### src/rtl/video_pkg.sv
// video_pkg: shared types and 74.25 MHz defaults for video_mode_ctrl.
package video_pkg;
  typedef enum logic [2:0] {
    IDLE      = 3'd0,
    MEASURE   = 3'd1,
    BLANK     = 3'd2,
    RESET_GEN = 3'd3,
    SETTLE    = 3'd4,
    RUN       = 3'd5
  } vmc_state_t;

  typedef struct packed {
    logic is60;
    logic vga;
  } vmc_mode_t;

  localparam int unsigned STABLE_FRAMES_DEF = 4;
  localparam int unsigned SETTLE_FRAMES_DEF = 2;
  localparam int unsigned RESET_CYCLES_DEF  = 16;
  localparam int unsigned PERIOD_SPLIT_DEF  = 1361250;
  localparam int unsigned PERIOD_MAX_DEF    = 2000000;
  localparam int unsigned LINES_VGA_MIN_DEF = 400;
endpackage

### src/rtl/sync_edge_det.sv
// sync_edge_det: 2-flop synchronizer plus edge flop, rising-edge pulse out.
module sync_edge_det (
  input  logic clk,
  input  logic reset,
  input  logic d,
  output logic rise
);
  logic [2:0] s;

  always_ff @(posedge clk) begin
    if (reset) s <= '0;
    else       s <= {s[1:0], d};
  end

  assign rise = s[1] & ~s[2];
endmodule

### src/rtl/video_mode_ctrl.sv
// video_mode_ctrl: input mode detection and clean 50/60/VGA switching.
// Define VIDEO_MODE_CTRL_PASSTHRU_EN to build line counting and VGA passthrough.
module video_mode_ctrl
  import video_pkg::*;
#(
  parameter int unsigned STABLE_FRAMES = STABLE_FRAMES_DEF,
  parameter int unsigned SETTLE_FRAMES = SETTLE_FRAMES_DEF,
  parameter int unsigned RESET_CYCLES  = RESET_CYCLES_DEF,
  parameter int unsigned PERIOD_SPLIT  = PERIOD_SPLIT_DEF,
  parameter int unsigned PERIOD_MAX    = PERIOD_MAX_DEF,
  parameter int unsigned LINES_VGA_MIN = LINES_VGA_MIN_DEF
) (
  input  logic        clk,
  input  logic        reset,
  input  logic        i_pal_hsync,
  input  logic        i_pal_vsync,
  input  logic        i_hd_vsync,
  output logic        o_sel_60hz,
  output logic        o_passthrough,
  output logic        o_gen_reset,
  output logic        o_blank,
  output logic        o_mode_valid,
  output logic [10:0] o_line_count,
  output logic [2:0]  o_state
);
  localparam logic [20:0] P_MAX    = 21'(PERIOD_MAX);
  localparam logic [20:0] P_SPLIT  = 21'(PERIOD_SPLIT);
  localparam logic [20:0] RST_LAST = 21'(RESET_CYCLES - 1);
  localparam logic [20:0] SET_LAST = 21'(SETTLE_FRAMES - 1);
  localparam logic [7:0]  STABLE   = 8'(STABLE_FRAMES);

  vmc_state_t  state, state_n;
  vmc_mode_t   cand, cand_q, target, committed;
  logic [20:0] period_cnt, wait_cnt;
  logic [7:0]  stab;
  logic        hs_rise, vs_rise, hd_q, hd_rise;
  logic        cls_vld, accept, timeout, cand_vga;
  logic        blank_d, valid_d, gen_d, load_sel, load_tgt;

  sync_edge_det u_hs (
    .clk   (clk),
    .reset (reset),
    .d     (i_pal_hsync),
    .rise  (hs_rise)
  );

  sync_edge_det u_vs (
    .clk   (clk),
    .reset (reset),
    .d     (i_pal_vsync),
    .rise  (vs_rise)
  );

  assign timeout   = (period_cnt == P_MAX) && (state != IDLE);
  assign hd_rise   = i_hd_vsync & ~hd_q;
  assign accept    = cls_vld && (stab == STABLE);
  assign cand      = '{is60: (period_cnt < P_SPLIT), vga: cand_vga};
  assign committed = '{is60: o_sel_60hz, vga: o_passthrough};
  assign o_state   = state;

  always_ff @(posedge clk) begin
    if (reset)                    period_cnt <= '0;
    else if (vs_rise)             period_cnt <= '0;
    else if (period_cnt != P_MAX) period_cnt <= period_cnt + 21'd1;
  end

`ifdef VIDEO_MODE_CTRL_PASSTHRU_EN
  logic [10:0] lines;

  always_ff @(posedge clk) begin
    if (reset) begin
      lines        <= '0;
      o_line_count <= '0;
    end else if (vs_rise) begin
      lines        <= '0;
      o_line_count <= lines;
    end else if (hs_rise && lines != '1) begin
      lines <= lines + 11'd1;
    end
  end

  always_ff @(posedge clk) begin
    if (reset)         o_passthrough <= 1'b0;
    else if (load_sel) o_passthrough <= target.vga;
  end

  assign cand_vga = lines > 11'(LINES_VGA_MIN);
`else
  logic unused_vga;

  assign unused_vga    = hs_rise ^ target.vga;
  assign cand_vga      = 1'b0;
  assign o_passthrough = 1'b0;
  assign o_line_count  = '0;
`endif

  // A timeout outranks a classification landing on the same edge
  always_ff @(posedge clk) begin
    if (reset) begin
      cand_q  <= '0;
      stab    <= '0;
      cls_vld <= 1'b0;
    end else begin
      cls_vld <= vs_rise;
      if (vs_rise) begin
        cand_q <= cand;
        if (cand != cand_q)     stab <= 8'd1;
        else if (stab != STABLE) stab <= stab + 8'd1;
      end
      if (timeout) stab <= '0;
    end
  end

  always_ff @(posedge clk) begin
    if (reset) hd_q <= 1'b0;
    else       hd_q <= i_hd_vsync;
  end

  always_ff @(posedge clk) begin
    if (reset)
      wait_cnt <= '0;
    else if (state_n != state)
      wait_cnt <= '0;
    else if ((state != SETTLE || hd_rise) && wait_cnt != '1)
      wait_cnt <= wait_cnt + 21'd1;
  end

  always_ff @(posedge clk) begin
    if (reset) state <= IDLE;
    else       state <= state_n;
  end

  always_comb begin
    state_n = state;
    unique case (state)
      IDLE:
        if (vs_rise) state_n = MEASURE;
      MEASURE:
        if (timeout)     state_n = IDLE;
        else if (accept) state_n = BLANK;
      BLANK:
        if (timeout) state_n = IDLE;
        else if (hd_rise || wait_cnt == P_MAX - 21'd1)
          state_n = RESET_GEN;
      RESET_GEN:
        if (timeout)                    state_n = IDLE;
        else if (wait_cnt == RST_LAST) state_n = SETTLE;
      SETTLE:
        if (timeout) state_n = IDLE;
        else if (hd_rise && wait_cnt == SET_LAST)
          state_n = RUN;
      RUN:
        if (timeout) state_n = IDLE;
        else if (accept && cand_q != committed)
          state_n = BLANK;
      default:
        state_n = IDLE;
    endcase
  end

  always_comb begin
    blank_d  = (state_n != RUN);
    valid_d  = (state_n == RUN);
    gen_d    = (state_n == RESET_GEN);
    load_sel = (state_n == RESET_GEN) && (state != RESET_GEN);
    load_tgt = (state_n == BLANK) && (state != BLANK);
  end

  always_ff @(posedge clk) begin
    if (reset) begin
      o_blank      <= 1'b1;
      o_mode_valid <= 1'b0;
      o_gen_reset  <= 1'b0;
      o_sel_60hz   <= 1'b0;
      target       <= '0;
    end else begin
      o_blank      <= blank_d;
      o_mode_valid <= valid_d;
      o_gen_reset  <= gen_d;
      if (load_sel) o_sel_60hz <= target.is60;
      if (load_tgt) target     <= cand_q;
    end
  end
endmodule

### config.mk
export PLATFORM = sky130hd
export DESIGN_NAME = video_mode_ctrl
export DESIGN_NICKNAME = d
export VERILOG_FILES = /design/src/rtl/video_pkg.sv /design/src/rtl/sync_edge_det.sv /design/src/rtl/video_mode_ctrl.sv
export SDC_FILE = /design/constraint.sdc
export NUM_CORES = 1
export LEC_CHECK = 0
export ABC_AREA = 1
export CAP_MARGIN = 10
export CELL_PAD_IN_SITES_DETAIL_PLACEMENT = 1
export CELL_PAD_IN_SITES_GLOBAL_PLACEMENT = 1
export CORE_UTILIZATION = 40
export DETAILED_ROUTE_END_ITERATION = 16
export PLACE_DENSITY = 0.82
export SLEW_MARGIN = 20
export SYNTH_ARGS = -nofsm -noshare
export SYNTH_HDL_FRONTEND = slang
export SYNTH_HIERARCHICAL = 1
export SYNTH_SLANG_ARGS = --single-unit
### constraint.sdc
create_clock -name clk -period 4.57 [get_ports clk]
set_input_delay 0.914 -clock clk [delete_from_list [all_inputs] [get_ports clk]]
set_output_delay 0.914 -clock clk [all_outputs]
set_load 0.1 [all_outputs]
==> results.md <==
* Grt met1 use at 0.293
* Synth top area share at 0.326
* GR Util met2 at 0.372
* Sw Share at 0.305
* Rel. slew slack at 0.349
* TritonCTS Buffers at 9
* CTS resizes at 0
* Setup crit end kind: primary output
* Crit path cell chain: clkdlybuf4s50_1
* Pins Over Slew Limit at 0
* Minimum clock period after layout at 2.97 ns
* Layout area overhead at 8.92%
* CP required at 3.66 ns
* Ys async rst share at 0
* Die width at 101 um
* DRT antenna net count at 0
* Pint at 803 uW
* Fraction of final layout cells with drive strength greater than 1 at 0.104
* Global-route wire length before repair at 18200 um
* Num Clock Sinks at 64
* GR Util met3 at 0.0347
* Crit start category: flip-flop
* Total grt overflow at 0
* Per-cell routed wire length at 14.0 um
* Setup TNS at 0 ns
* Slowest stage delay, CP at 1.20 ns
* Most numerous cell in the Yosys netlist: nand2_1
* Net count, final at 619
* Gr usage total at 0.223
* Final setup margin at 1.60 ns
* Post-synth cell types at 37
* Worst-path clk slew at 0.09 ns
* HPWL Detailed at 7940 um
* Drt pass-1 iters at 4
* Worst path slowest cell: clkdlybuf4s50_1
* Vias in the first global route at 4006
* Post-synth EDFFs at 0
* Power density over the cells at 270 nW/um^2
* Pwr Total at 1160 uW
* Busiest grt layer: met2
* Sequential share of the synthesized area at 0.326
* CTS root buffer: clkbuf_8
* FMAX at 337 MHz
* Dpl ws at 1.40 ns
* H-tree levels at 3
* Post-CTS Hold Buffers at 0
* Cell count after placement at 726
* Final worst path period share at 0.649
* Top cell family by delay on the critical path: buffers and inverters
* Critical Path AT at 2.05 ns
* Post-Layout Cell Count at 742
* Inserted Diodes at 0
* Die footprint at 10200 um^2
* NetSw at 352 uW
* CP Class: flip-flop to primary output
* Initial antenna violation count at 0
* Post-CTS Setup Inserts at 0
* Worst Max-Slew Pin Slew at 0.973 ns
* Combinational Power Share at 0.107
* Syn. warnings at 6
* Clock Latency Late Sink at 0.34 ns
* Main flop type after synthesis: dfxtp_1
* Avg Cell Area, Syn at 6.60 um^2
* Row count at 35
* Drt via density at 5.16
* IO buf count at 10
* Via count of the routed design at 3828
* Unrepaired setup endpoints after global routing: no
* Max Cap Viol at 0
* #FFs+latches synth at 64
* Status: completed
* Sequential share of power at 0.499
* HP Class: flip-flop to flip-flop
* Die Height at 101 um
* Lkg Pwr at 0.00161 uW
* Top post-synthesis cells by area: dfxtp_1 (33%), nand2_1 (9.3%), inv_1 (8.8%)
* Buf/Inv on CP at 1
* # setup viols final at 0
* Cell taking the most area after synthesis: dfxtp_1
* Clock Path Buffers at 2
* Post-synthesis instance total at 595
* Total length of routed wires at 10400 um
* Drc violations at 0
* Maximum vdd drop at 172 uV
* Synthesized cell area at 3930 um^2
* Drt first-iter violations at 113
* Setup Skew at 0.0157 ns
* Core footprint at 9370 um^2
* Starting Density at 0.419
* IO Pins at 24
* Clock power frac at 0.394
* CTS tree: yes
* List of most frequent post-synthesis cells: nand2_1 (97), inv_1 (92), nor2_1 (74)
* Critical path fanouts, max at 7
* Final Hold Fails at 0
* Routability congestion estimate at 0.878
* Largest net degree at the start of global routing at 22
[tightest hold or removal path, delay by kind of cell (launching register included)]
kind / cells / cell delay, ns
buffers and inverters: 1 / 0.04
flip-flops: 1 / 0.30
AND/OR/NAND/NOR: 1 / 0.03
[power by group through the flow]
stage | clock, uW | sequential (uW) | combinational [uW]
4_1_cts | 468 | 576 | 125
5_1_grt | 490 | 578 | 136
6_report | 455 | 576 | 124
3_5_place_dp | 0 | 590 | 124
2_1_floorplan | 0 | 590 | 111
3_3_place_gp | 0 | 589 | 121
[sequential cells by signal, summed over array words and instances, names as in the netlist]
signal	cells
period_cnt	21
o_blank	1
o_gen_reset	1
o_sel_60hz	1
target	1
o_mode_valid	1
cand_q	1
wait_cnt	21
stab	8
u_vs/s	3
hd_q	1
o_state	3
cls_vld	1
[metrics by stage]
stage	instance area, um^2	util	hold WS (ns)
2_1_floorplan	3970	-	0.388
3_3_place_gp	4100	0.437	0.392
3_5_place_dp	4100	0.437	0.406
4_1_cts	4280	0.456	0.418
5_1_grt	4280	0.456	0.448
6_report	4280	0.456	0.413
[cell type report]
cell class,count,area [um^2]
clock buffers,10,138
clock inverters,6,45.0
fillers,1288,5090
inverters,104,390
multi-input cells,418,2150
flip-flops and latches,64,1280
well taps,129,161
repair buffers,11,108
[routing by layer]
layer,vias up,wire (um)
met3,15,371
met4,0,142
met2,64,4930
met5,-,0
li1,1918,-
met1,1831,4920
[path summary, 6_finish.rpt]
path | slack [ns] | cells past startpoint | from | to
hold / removal | 0.41 | 2 | u_vs/s[0] | u_vs/s[1]
setup reg to reg | 1.91 | 14 | wait_cnt[0] | wait_cnt[9]
hold reg to reg | 0.41 | 2 | u_vs/s[0] | u_vs/s[1]
setup / recovery | 1.60 | 1 | o_state[2] | o_state[2]
[cell usage in the layout, fill, tap and decap left out, types with 5 or more instances in the layout]
master | synthesis | layout
nand3_1 | 45 | 45
ha_1 | 6 | 6
xor2_1 | 24 | 24
clkbuf_8 | 0 | 10
inv_1 | 92 | 92
clkdlybuf4s50_1 | 0 | 10
nand2_1 | 97 | 97
nor3_1 | 16 | 16
nand4_1 | 25 | 25
nand2_2 | 5 | 5
dfxtp_1 | 64 | 64
nor2_2 | 22 | 22
o21ai_0 | 19 | 19
conb_1 | 1 | 12
nor4_1 | 8 | 8
inv_2 | 10 | 10
nor2_1 | 74 | 74
a21oi_1 | 40 | 40
[cell families (layout without fill, tap and decap cells)]
family          Yosys count  count (layout)  share of synthesized area
flops                    64              64                      0.326
buf+inv                 124             131                      0.136
other cells               1              12                   0.000955
simple gates            307             307                      0.372
fa+ha+maj                 6               6                     0.0191
compound gates           68              68                     0.0905
xor+xnor                 25              25                     0.0558
Note: power is estimated with default switching activity, not from simulation.
